==> config.mk <==
export PLATFORM = sky130hd
export DESIGN_NAME = id_ex_stage_flat
export DESIGN_NICKNAME = d
export VERILOG_FILES = /design/src/rtl/id_ex_stage_if.sv /design/src/rtl/id_ex_stage.sv /design/src/flat_wrapper.sv
export SDC_FILE = /design/constraint.sdc
export NUM_CORES = 1
export LEC_CHECK = 0
export BUFFER_PORTS_ARGS = -buffer_cell sky130_fd_sc_hd__buf_2
export CAP_MARGIN = 10
export CORE_AREA = 2 2 131 133
export CTS_CLUSTER_DIAMETER = 150
export CTS_CLUSTER_SIZE = 12
export DETAILED_ROUTE_END_ITERATION = 12
export DIE_AREA = 0 0 133 135
export PLACE_DENSITY = 0.73
export SYNTH_ARGS = -nofsm -noshare
export SYNTH_HDL_FRONTEND = slang
export SYNTH_SLANG_ARGS = --single-unit
==> constraint.sdc <==
create_clock -name clk -period 5.5 [get_ports clk]
set_input_delay 0.275 -clock clk [delete_from_list [all_inputs] [get_ports clk]]
set_output_delay 0.275 -clock clk [all_outputs]
set_load 0.01 [all_outputs]
==> src/rtl/id_ex_stage_if.sv <==
// Bundle between IF/ID, the register file, WB and the EX stage as seen by id_ex_stage.
// slave = the decode stage itself, master = whoever drives IF/ID, the regfile ports and WB.
interface id_ex_stage_if;
  logic        if_id_valid;
  logic [31:0] if_id_instr;
  logic [31:0] if_id_pc;
  logic [4:0]  rs1_indice;
  logic [4:0]  rs2_indice;
  logic [31:0] rs1_data;
  logic [31:0] rs2_data;
  logic        wb_regwrite;
  logic [4:0]  wb_rd;
  logic [31:0] wb_write_data;
  logic        ex_flush;
  logic        mem_hold;
  logic        stall_if;
  logic        id_ex_valid;
  logic [31:0] id_ex_pc;
  logic [31:0] id_ex_rs1_val;
  logic [31:0] id_ex_rs2_val;
  logic [31:0] id_ex_imm;
  logic [4:0]  id_ex_rd;
  logic [4:0]  id_ex_rs1;
  logic [4:0]  id_ex_rs2;
  logic [2:0]  id_ex_funct3;
  logic        id_ex_funct7b5;
  logic        id_ex_regwrite;
  logic        id_ex_memread;
  logic        id_ex_memwrite;
  logic        id_ex_alusrc;
  logic        id_ex_branch;
  logic        id_ex_jal;
  logic        id_ex_jalr;
  logic        id_ex_lui;
  logic        id_ex_auipc;
  logic [1:0]  id_ex_aluop;
  logic        id_ex_illegal;

  modport slave (
    input  if_id_valid, if_id_instr, if_id_pc, rs1_data, rs2_data,
           wb_regwrite, wb_rd, wb_write_data, ex_flush, mem_hold,
    output rs1_indice, rs2_indice, stall_if,
           id_ex_valid, id_ex_pc, id_ex_rs1_val, id_ex_rs2_val, id_ex_imm,
           id_ex_rd, id_ex_rs1, id_ex_rs2, id_ex_funct3, id_ex_funct7b5,
           id_ex_regwrite, id_ex_memread, id_ex_memwrite, id_ex_alusrc,
           id_ex_branch, id_ex_jal, id_ex_jalr, id_ex_lui, id_ex_auipc,
           id_ex_aluop, id_ex_illegal
  );

  modport master (
    output if_id_valid, if_id_instr, if_id_pc, rs1_data, rs2_data,
           wb_regwrite, wb_rd, wb_write_data, ex_flush, mem_hold,
    input  rs1_indice, rs2_indice, stall_if,
           id_ex_valid, id_ex_pc, id_ex_rs1_val, id_ex_rs2_val, id_ex_imm,
           id_ex_rd, id_ex_rs1, id_ex_rs2, id_ex_funct3, id_ex_funct7b5,
           id_ex_regwrite, id_ex_memread, id_ex_memwrite, id_ex_alusrc,
           id_ex_branch, id_ex_jal, id_ex_jalr, id_ex_lui, id_ex_auipc,
           id_ex_aluop, id_ex_illegal
  );
endinterface

==> src/rtl/id_ex_stage.sv <==
// RV32I decode stage and ID/EX pipeline register: immediates, control, WB bypass,
// load-use detection, flush and hold. A bubble is the all-zero ID/EX payload.
module id_ex_stage #(
  parameter int XLEN           = 32,
  parameter bit NOP_ON_ILLEGAL = 1'b1
) (
  input logic           clk,
  input logic           reset,
  id_ex_stage_if.slave  bus
);
  localparam logic [6:0] OP_R      = 7'b0110011;
  localparam logic [6:0] OP_I      = 7'b0010011;
  localparam logic [6:0] OP_LOAD   = 7'b0000011;
  localparam logic [6:0] OP_STORE  = 7'b0100011;
  localparam logic [6:0] OP_BRANCH = 7'b1100011;
  localparam logic [6:0] OP_JAL    = 7'b1101111;
  localparam logic [6:0] OP_JALR   = 7'b1100111;
  localparam logic [6:0] OP_LUI    = 7'b0110111;
  localparam logic [6:0] OP_AUIPC  = 7'b0010111;

  typedef struct packed {
    logic            valid;
    logic [XLEN-1:0] pc;
    logic [XLEN-1:0] rs1_val;
    logic [XLEN-1:0] rs2_val;
    logic [XLEN-1:0] imm;
    logic [4:0]      rd;
    logic [4:0]      rs1;
    logic [4:0]      rs2;
    logic [2:0]      funct3;
    logic            funct7b5;
    logic            regwrite;
    logic            memread;
    logic            memwrite;
    logic            alusrc;
    logic            branch;
    logic            jal;
    logic            jalr;
    logic            lui;
    logic            auipc;
    logic [1:0]      aluop;
    logic            illegal;
  } payload_t;

  logic [31:0]     w_instr;
  logic [6:0]      w_opcode;
  logic [4:0]      w_rs1;
  logic [4:0]      w_rs2;
  logic [4:0]      w_rd;
  logic [XLEN-1:0] w_imm_i, w_imm_s, w_imm_b, w_imm_u, w_imm_j;
  logic            w_use_rs1, w_use_rs2, w_illegal, w_load_use;
  payload_t        w_dec;
  payload_t        w_next;
  payload_t        r_q;

  assign w_instr  = bus.if_id_instr;
  assign w_opcode = w_instr[6:0];
  assign w_rd     = w_instr[11:7];
  assign w_rs1    = w_instr[19:15];
  assign w_rs2    = w_instr[24:20];

  assign w_imm_i = {{20{w_instr[31]}}, w_instr[31:20]};
  assign w_imm_s = {{20{w_instr[31]}}, w_instr[31:25], w_instr[11:7]};
  assign w_imm_b = {{19{w_instr[31]}}, w_instr[31], w_instr[7], w_instr[30:25], w_instr[11:8], 1'b0};
  assign w_imm_u = {w_instr[31:12], 12'b0};
  assign w_imm_j = {{11{w_instr[31]}}, w_instr[31], w_instr[19:12], w_instr[20], w_instr[30:21], 1'b0};

  always_comb begin
    w_dec          = '0;
    w_use_rs1      = 1'b0;
    w_use_rs2      = 1'b0;
    w_illegal      = 1'b0;
    w_dec.valid    = 1'b1;
    w_dec.pc       = bus.if_id_pc;
    w_dec.rd       = w_rd;
    w_dec.rs1      = w_rs1;
    w_dec.rs2      = w_rs2;
    w_dec.funct3   = w_instr[14:12];
    w_dec.funct7b5 = w_instr[30];
    // The regfile writes on the same edge we latch, so WB data must be forwarded here.
    w_dec.rs1_val  = (bus.wb_regwrite && bus.wb_rd != 5'd0 && bus.wb_rd == w_rs1)
                     ? bus.wb_write_data : bus.rs1_data;
    w_dec.rs2_val  = (bus.wb_regwrite && bus.wb_rd != 5'd0 && bus.wb_rd == w_rs2)
                     ? bus.wb_write_data : bus.rs2_data;
    case (w_opcode)
      OP_R:      begin w_dec.regwrite = 1'b1; w_dec.aluop = 2'b10; w_use_rs1 = 1'b1; w_use_rs2 = 1'b1; end
      OP_I:      begin w_dec.regwrite = 1'b1; w_dec.alusrc = 1'b1; w_dec.aluop = 2'b10;
                       w_dec.imm = w_imm_i; w_use_rs1 = 1'b1; end
      OP_LOAD:   begin w_dec.regwrite = 1'b1; w_dec.memread = 1'b1; w_dec.alusrc = 1'b1;
                       w_dec.imm = w_imm_i; w_use_rs1 = 1'b1; end
      OP_STORE:  begin w_dec.memwrite = 1'b1; w_dec.alusrc = 1'b1; w_dec.imm = w_imm_s;
                       w_use_rs1 = 1'b1; w_use_rs2 = 1'b1; end
      OP_BRANCH: begin w_dec.branch = 1'b1; w_dec.aluop = 2'b01; w_dec.imm = w_imm_b;
                       w_use_rs1 = 1'b1; w_use_rs2 = 1'b1; end
      OP_JAL:    begin w_dec.regwrite = 1'b1; w_dec.jal = 1'b1; w_dec.imm = w_imm_j; end
      OP_JALR:   begin w_dec.regwrite = 1'b1; w_dec.jalr = 1'b1; w_dec.alusrc = 1'b1;
                       w_dec.imm = w_imm_i; w_use_rs1 = 1'b1; end
      OP_LUI:    begin w_dec.regwrite = 1'b1; w_dec.lui = 1'b1; w_dec.alusrc = 1'b1; w_dec.imm = w_imm_u; end
      OP_AUIPC:  begin w_dec.regwrite = 1'b1; w_dec.auipc = 1'b1; w_dec.alusrc = 1'b1; w_dec.imm = w_imm_u; end
      default:   w_illegal = 1'b1;
    endcase
    if (w_rd == 5'd0) w_dec.regwrite = 1'b0;
  end

  assign w_load_use = bus.if_id_valid && r_q.valid && r_q.memread && (r_q.rd != 5'd0) &&
                      ((w_use_rs1 && r_q.rd == w_rs1) || (w_use_rs2 && r_q.rd == w_rs2));

  // Upstream handshake: if_id_valid qualifies the IF/ID word; stall_if is the inverse of
  // ready -- while high, IF must present the same instruction again next cycle.
  assign bus.stall_if = (w_load_use || bus.mem_hold) && !bus.ex_flush;

  always_comb begin
    w_next = '0;
    if (bus.ex_flush) begin
      w_next = '0;
    end else if (bus.mem_hold) begin
      w_next         = r_q;
      w_next.illegal = 1'b0;
    end else if (w_load_use || !bus.if_id_valid) begin
      w_next = '0;
    end else if (w_illegal) begin
      w_next.pc      = bus.if_id_pc;
      w_next.illegal = NOP_ON_ILLEGAL;
    end else begin
      w_next = w_dec;
    end
  end

  always_ff @(posedge clk) begin
    if (!reset) r_q <= '0;
    else        r_q <= w_next;
  end

  assign bus.rs1_indice     = w_rs1;
  assign bus.rs2_indice     = w_rs2;
  assign bus.id_ex_valid    = r_q.valid;
  assign bus.id_ex_pc       = r_q.pc;
  assign bus.id_ex_rs1_val  = r_q.rs1_val;
  assign bus.id_ex_rs2_val  = r_q.rs2_val;
  assign bus.id_ex_imm      = r_q.imm;
  assign bus.id_ex_rd       = r_q.rd;
  assign bus.id_ex_rs1      = r_q.rs1;
  assign bus.id_ex_rs2      = r_q.rs2;
  assign bus.id_ex_funct3   = r_q.funct3;
  assign bus.id_ex_funct7b5 = r_q.funct7b5;
  assign bus.id_ex_regwrite = r_q.regwrite;
  assign bus.id_ex_memread  = r_q.memread;
  assign bus.id_ex_memwrite = r_q.memwrite;
  assign bus.id_ex_alusrc   = r_q.alusrc;
  assign bus.id_ex_branch   = r_q.branch;
  assign bus.id_ex_jal      = r_q.jal;
  assign bus.id_ex_jalr     = r_q.jalr;
  assign bus.id_ex_lui      = r_q.lui;
  assign bus.id_ex_auipc    = r_q.auipc;
  assign bus.id_ex_aluop    = r_q.aluop;
  assign bus.id_ex_illegal  = r_q.illegal;
endmodule

==> src/flat_wrapper.sv <==
// flat-port wrapper written by rule: the top's interface ports become plain ports
module id_ex_stage_flat 
#(
  parameter int XLEN           = 32,
  parameter bit NOP_ON_ILLEGAL = 1'b1
)
  (clk, reset, bus_if_id_valid, bus_if_id_instr, bus_if_id_pc, bus_rs1_data, bus_rs2_data, bus_wb_regwrite, bus_wb_rd, bus_wb_write_data, bus_ex_flush, bus_mem_hold, bus_rs1_indice, bus_rs2_indice, bus_stall_if, bus_id_ex_valid, bus_id_ex_pc, bus_id_ex_rs1_val, bus_id_ex_rs2_val, bus_id_ex_imm, bus_id_ex_rd, bus_id_ex_rs1, bus_id_ex_rs2, bus_id_ex_funct3, bus_id_ex_funct7b5, bus_id_ex_regwrite, bus_id_ex_memread, bus_id_ex_memwrite, bus_id_ex_alusrc, bus_id_ex_branch, bus_id_ex_jal, bus_id_ex_jalr, bus_id_ex_lui, bus_id_ex_auipc, bus_id_ex_aluop, bus_id_ex_illegal);
  id_ex_stage_if bus_i ();
  input logic clk;
  input logic reset;
  input wire logic [$bits(bus_i.if_id_valid)-1:0] bus_if_id_valid;
  input wire logic [$bits(bus_i.if_id_instr)-1:0] bus_if_id_instr;
  input wire logic [$bits(bus_i.if_id_pc)-1:0] bus_if_id_pc;
  input wire logic [$bits(bus_i.rs1_data)-1:0] bus_rs1_data;
  input wire logic [$bits(bus_i.rs2_data)-1:0] bus_rs2_data;
  input wire logic [$bits(bus_i.wb_regwrite)-1:0] bus_wb_regwrite;
  input wire logic [$bits(bus_i.wb_rd)-1:0] bus_wb_rd;
  input wire logic [$bits(bus_i.wb_write_data)-1:0] bus_wb_write_data;
  input wire logic [$bits(bus_i.ex_flush)-1:0] bus_ex_flush;
  input wire logic [$bits(bus_i.mem_hold)-1:0] bus_mem_hold;
  output wire logic [$bits(bus_i.rs1_indice)-1:0] bus_rs1_indice;
  output wire logic [$bits(bus_i.rs2_indice)-1:0] bus_rs2_indice;
  output wire logic [$bits(bus_i.stall_if)-1:0] bus_stall_if;
  output wire logic [$bits(bus_i.id_ex_valid)-1:0] bus_id_ex_valid;
  output wire logic [$bits(bus_i.id_ex_pc)-1:0] bus_id_ex_pc;
  output wire logic [$bits(bus_i.id_ex_rs1_val)-1:0] bus_id_ex_rs1_val;
  output wire logic [$bits(bus_i.id_ex_rs2_val)-1:0] bus_id_ex_rs2_val;
  output wire logic [$bits(bus_i.id_ex_imm)-1:0] bus_id_ex_imm;
  output wire logic [$bits(bus_i.id_ex_rd)-1:0] bus_id_ex_rd;
  output wire logic [$bits(bus_i.id_ex_rs1)-1:0] bus_id_ex_rs1;
  output wire logic [$bits(bus_i.id_ex_rs2)-1:0] bus_id_ex_rs2;
  output wire logic [$bits(bus_i.id_ex_funct3)-1:0] bus_id_ex_funct3;
  output wire logic [$bits(bus_i.id_ex_funct7b5)-1:0] bus_id_ex_funct7b5;
  output wire logic [$bits(bus_i.id_ex_regwrite)-1:0] bus_id_ex_regwrite;
  output wire logic [$bits(bus_i.id_ex_memread)-1:0] bus_id_ex_memread;
  output wire logic [$bits(bus_i.id_ex_memwrite)-1:0] bus_id_ex_memwrite;
  output wire logic [$bits(bus_i.id_ex_alusrc)-1:0] bus_id_ex_alusrc;
  output wire logic [$bits(bus_i.id_ex_branch)-1:0] bus_id_ex_branch;
  output wire logic [$bits(bus_i.id_ex_jal)-1:0] bus_id_ex_jal;
  output wire logic [$bits(bus_i.id_ex_jalr)-1:0] bus_id_ex_jalr;
  output wire logic [$bits(bus_i.id_ex_lui)-1:0] bus_id_ex_lui;
  output wire logic [$bits(bus_i.id_ex_auipc)-1:0] bus_id_ex_auipc;
  output wire logic [$bits(bus_i.id_ex_aluop)-1:0] bus_id_ex_aluop;
  output wire logic [$bits(bus_i.id_ex_illegal)-1:0] bus_id_ex_illegal;
  assign bus_i.if_id_valid = bus_if_id_valid;
  assign bus_i.if_id_instr = bus_if_id_instr;
  assign bus_i.if_id_pc = bus_if_id_pc;
  assign bus_i.rs1_data = bus_rs1_data;
  assign bus_i.rs2_data = bus_rs2_data;
  assign bus_i.wb_regwrite = bus_wb_regwrite;
  assign bus_i.wb_rd = bus_wb_rd;
  assign bus_i.wb_write_data = bus_wb_write_data;
  assign bus_i.ex_flush = bus_ex_flush;
  assign bus_i.mem_hold = bus_mem_hold;
  assign bus_rs1_indice = bus_i.rs1_indice;
  assign bus_rs2_indice = bus_i.rs2_indice;
  assign bus_stall_if = bus_i.stall_if;
  assign bus_id_ex_valid = bus_i.id_ex_valid;
  assign bus_id_ex_pc = bus_i.id_ex_pc;
  assign bus_id_ex_rs1_val = bus_i.id_ex_rs1_val;
  assign bus_id_ex_rs2_val = bus_i.id_ex_rs2_val;
  assign bus_id_ex_imm = bus_i.id_ex_imm;
  assign bus_id_ex_rd = bus_i.id_ex_rd;
  assign bus_id_ex_rs1 = bus_i.id_ex_rs1;
  assign bus_id_ex_rs2 = bus_i.id_ex_rs2;
  assign bus_id_ex_funct3 = bus_i.id_ex_funct3;
  assign bus_id_ex_funct7b5 = bus_i.id_ex_funct7b5;
  assign bus_id_ex_regwrite = bus_i.id_ex_regwrite;
  assign bus_id_ex_memread = bus_i.id_ex_memread;
  assign bus_id_ex_memwrite = bus_i.id_ex_memwrite;
  assign bus_id_ex_alusrc = bus_i.id_ex_alusrc;
  assign bus_id_ex_branch = bus_i.id_ex_branch;
  assign bus_id_ex_jal = bus_i.id_ex_jal;
  assign bus_id_ex_jalr = bus_i.id_ex_jalr;
  assign bus_id_ex_lui = bus_i.id_ex_lui;
  assign bus_id_ex_auipc = bus_i.id_ex_auipc;
  assign bus_id_ex_aluop = bus_i.id_ex_aluop;
  assign bus_id_ex_illegal = bus_i.id_ex_illegal;
  id_ex_stage #(.XLEN(XLEN), .NOP_ON_ILLEGAL(NOP_ON_ILLEGAL)) u_core (.clk(clk), .reset(reset), .bus(bus_i));
endmodule
==> results by group <==
Routing
  – Wire per inst: 18.1 µm
  – Initial drt markers: 442
  – Routed vias/inst: 5.32
  – DR pass1 iterations: 5
  – Routed vias: 6,468
  – Routed Antenna Nets: 0
  – Final wirelength: 22,000 µm
  – DRC: 0

Place
  – Hpwl dp: 15,800 µm
  – Inst Count DP: 1,184
  – Placer congestion estimate: 0.828
  – Placed Area: 8400 µm²
  – Port Buffers: 341
  – Worst Setup Slack post-DPL: 2520 ps

Synthesis
  – Adder-cell share of the synthesized area: 0
  – Synth Instances: 685
  – Top post-synthesis cells by area: dfxtp_1 48%, o31ai_1 9.9%, mux2i_1 9.8%
  – Post-Synth XOR/XNOR Area: 0.0263
  – Post-synth EDFFs: 0
  – Ys async rst share: 0
  – Multiplexer share of the synthesized area: 0.0977
  – Yosys reg bits: 160
  – Largest family of logic cells by synthesized area: compound AO/OA/AOI/OAI gates
  – Synth unique cells: 45
  – Yosys warnings: 0
  – Synthesized area: 6660 µm²
  – Mapped Nets: 856
  – Post-Synth Simple-Gate Area: 0.105
  – Avg Inst Size Synth: 9.73 µm²
  – Synth Flop Type: dfxtp_1
  – Area leader, netlist: dfxtp_1
  – Sequential share of the synthesized area: 0.481
  – Compound-cell area share of the yosys netlist: 0.232
  – Yosys top cell area share: 0.481

Global route
  – Vias in the first global route: 6,088
  – Initial antenna violation count: 0
  – Largest net degree at the start of global routing: 86
  – Total GRT Usage: 0.238
  – Gr ovfl total: 0
  – First-pass GRT wire length: 33,500 µm

Floorplanning
  – Initial Util: 0.406
  – Die area: 18,000 µm²
  – Die Span Y: 135 µm
  – Die boundary width: 133 µm
  – IO Pins: 342
  – Area of the core: 16,400 µm²
  – FP Rows: 47

STA
  – Tcrit/Tclk final: 0.499
  – Fmax: 364 MHz
  – Final WS setup: 2760 ps
  – Hold slack: 58.9 ps
  – Hold Vio Cnt, Final: 0
  – Fin Clk Skew: 9.59 ps
  – # setup viols final: 0
  – Final setup TNS: 0 ps
  – Final Max Slew Viols: 0
  – Fin crit period: 2740 ps
  – Slew @ Worst Pin: 902 ps
  – Slew headroom: 0.398
  – RSZ-0062 raised after global routing: false

Setup path
  – Worst path slowest cell: or3_1
  – Worst stage delay on the critical path: 490 ps
  – CP required: 5220 ps
  – Family with the most delay on the worst path: simple AND/OR/NAND/NOR gates
  – CP endpoint kind: output port
  – Kind of critical path: input port to output port
  – Crit path cell chain: buf_2, nand4bb_1, or3_1, o22a_1, o21ai_0, nor2b_1, buf_2
  – Startpoint types: input port
  – Crit Reg-Reg Startpoint: u_core.bus.id_ex_rd[4]
  – Worst Path Arrival: 2470 ps
  – CP startpoint: bus_if_id_instr[2]
  – CP max FO: 10
  – Buf+Inv Stages, Crit Path: 2
  – Most used cell, CP: buf_2
  – Reg2Reg Setup Slack: 2970 ps

Clock network
  – CTS buffer count: 17
  – Resized cells post-CTS: 0
  – Cts hold-fix bufs: 0
  – CTS H-tree lvls: 4
  – Clock slew seen by the registers of the worst setup and hold paths: 60 ps
  – Clk sinks: 160
  – Clock latency on the worst-skew pair: 420 ps
  – CTS tree: yes
  – Root Driver: clkbuf_16
  – Clock buffer depth: 2
  – Post-CTS Setup Inserts: 0

Worst hold path
  – Hold path startpoint: bus_if_id_pc[30]
  – Hold Path Class: input port to flop

Power
  – Worst VDD drop: 0.000196 V
  – Pwr Total: 2.56 mW
  – Pwr dens: 285 nW/µm²
  – Leakage power: 3.96 nW

Finish
  – Final net count: 1,154
  – Post-Layout Cell Count: 1,216
  – Final core area utilization: 0.548
  – Final instance area: 8990 µm²
  – Number of antenna diodes: 0
  – Synth-to-Final Area Change: 34.9%
  – Share of cells above drive strength 1: 0.390

Run status
  – Status: finished, final reports clean

Run
  – Max-cap viol count: 0
-- area by class of cell --
| class | instances | area, µm² |
|---|---|---|
| Clock buffer | 21 | 460 |
| Clock inverter | 11 | 131 |
| Fill cell | 1503 | 7420 |
| Inverter | 5 | 18.8 |
| Multi-Input combinational cell | 448 | 3110 |
| Sequential cell | 160 | 3200 |
| Tap cell | 220 | 275 |
| Timing Repair Buffer | 351 | 1790 |
-- cell families (layout without fill, tap and decap cells) --
group	count (synthesis)	in the layout
compound gates	204	204
flops	160	160
simple gates	159	159
buf+inv	77	388
mux	65	65
xor+xnor	20	20
-- cells in the mapped netlist (6+ instances only) --
cell type	number
mux2i_1	65
a21oi_1	22
dfxtp_1	160
buf_2	20
xor2_1	6
nand2_1	118
a22o_1	34
nor2_1	10
o21ai_0	15
buf_4	15
a32o_1	20
xnor2_1	14
nand3_1	6
o31ai_1	88
clkbuf_1	34
-- worst paths after layout --
check	to	cells past startpoint
worst min register to register	u_core.bus.id_ex_imm[15]	2
worst min-delay path	u_core.bus.id_ex_pc[30]	2
worst max-delay path	bus_stall_if	7
worst max register to register	u_core.bus.id_ex_rs1_val[9]	6
-- where the power goes --
group | total, mW | switching, mW | internal, mW
registers | 1.17 | 0.00347 | 1.17
clock network | 1.19 | 0.492 | 0.697
logic | 0.206 | 0.120 | 0.0858
-- sequential cells by signal, indices dropped and copies added, names as in the netlist, 2 cells and up --
| register | count |
|---|---|
| u_core.bus.id_ex_aluop | 2 |
| u_core.bus.id_ex_rs2 | 5 |
| u_core.bus.id_ex_rs1_val | 32 |
| u_core.bus.id_ex_funct3 | 3 |
| u_core.bus.id_ex_rs2_val | 32 |
| u_core.bus.id_ex_pc | 32 |
| u_core.bus.id_ex_imm | 32 |
| u_core.bus.id_ex_rd | 5 |
| u_core.bus.id_ex_rs1 | 5 |
-- metal layers --
layer / vias up / GRT usage / share of wire
met5: - / 0 / 0
met4: 0 / 0.106 / 0.031
met3: 34 / 0.0623 / 0.080
met2: 306 / 0.387 / 0.47
met1: 3015 / 0.298 / 0.41
li1: 3113 / - / -
-- placed cells by master (no fill, tap or decap), types with 6 or more instances in the layout --
master / n
a32o_1: 20
nor2_1: 10
xor2_1: 6
nand2_1: 118
o21ai_0: 15
xnor2_1: 14
nand3_1: 6
clkbuf_16: 17
buf_2: 341
dfxtp_1: 160
a22o_1: 34
buf_4: 9
a21oi_1: 22
mux2i_1: 65
o31ai_1: 88
Note: power is estimated with default switching activity, not from simulation.
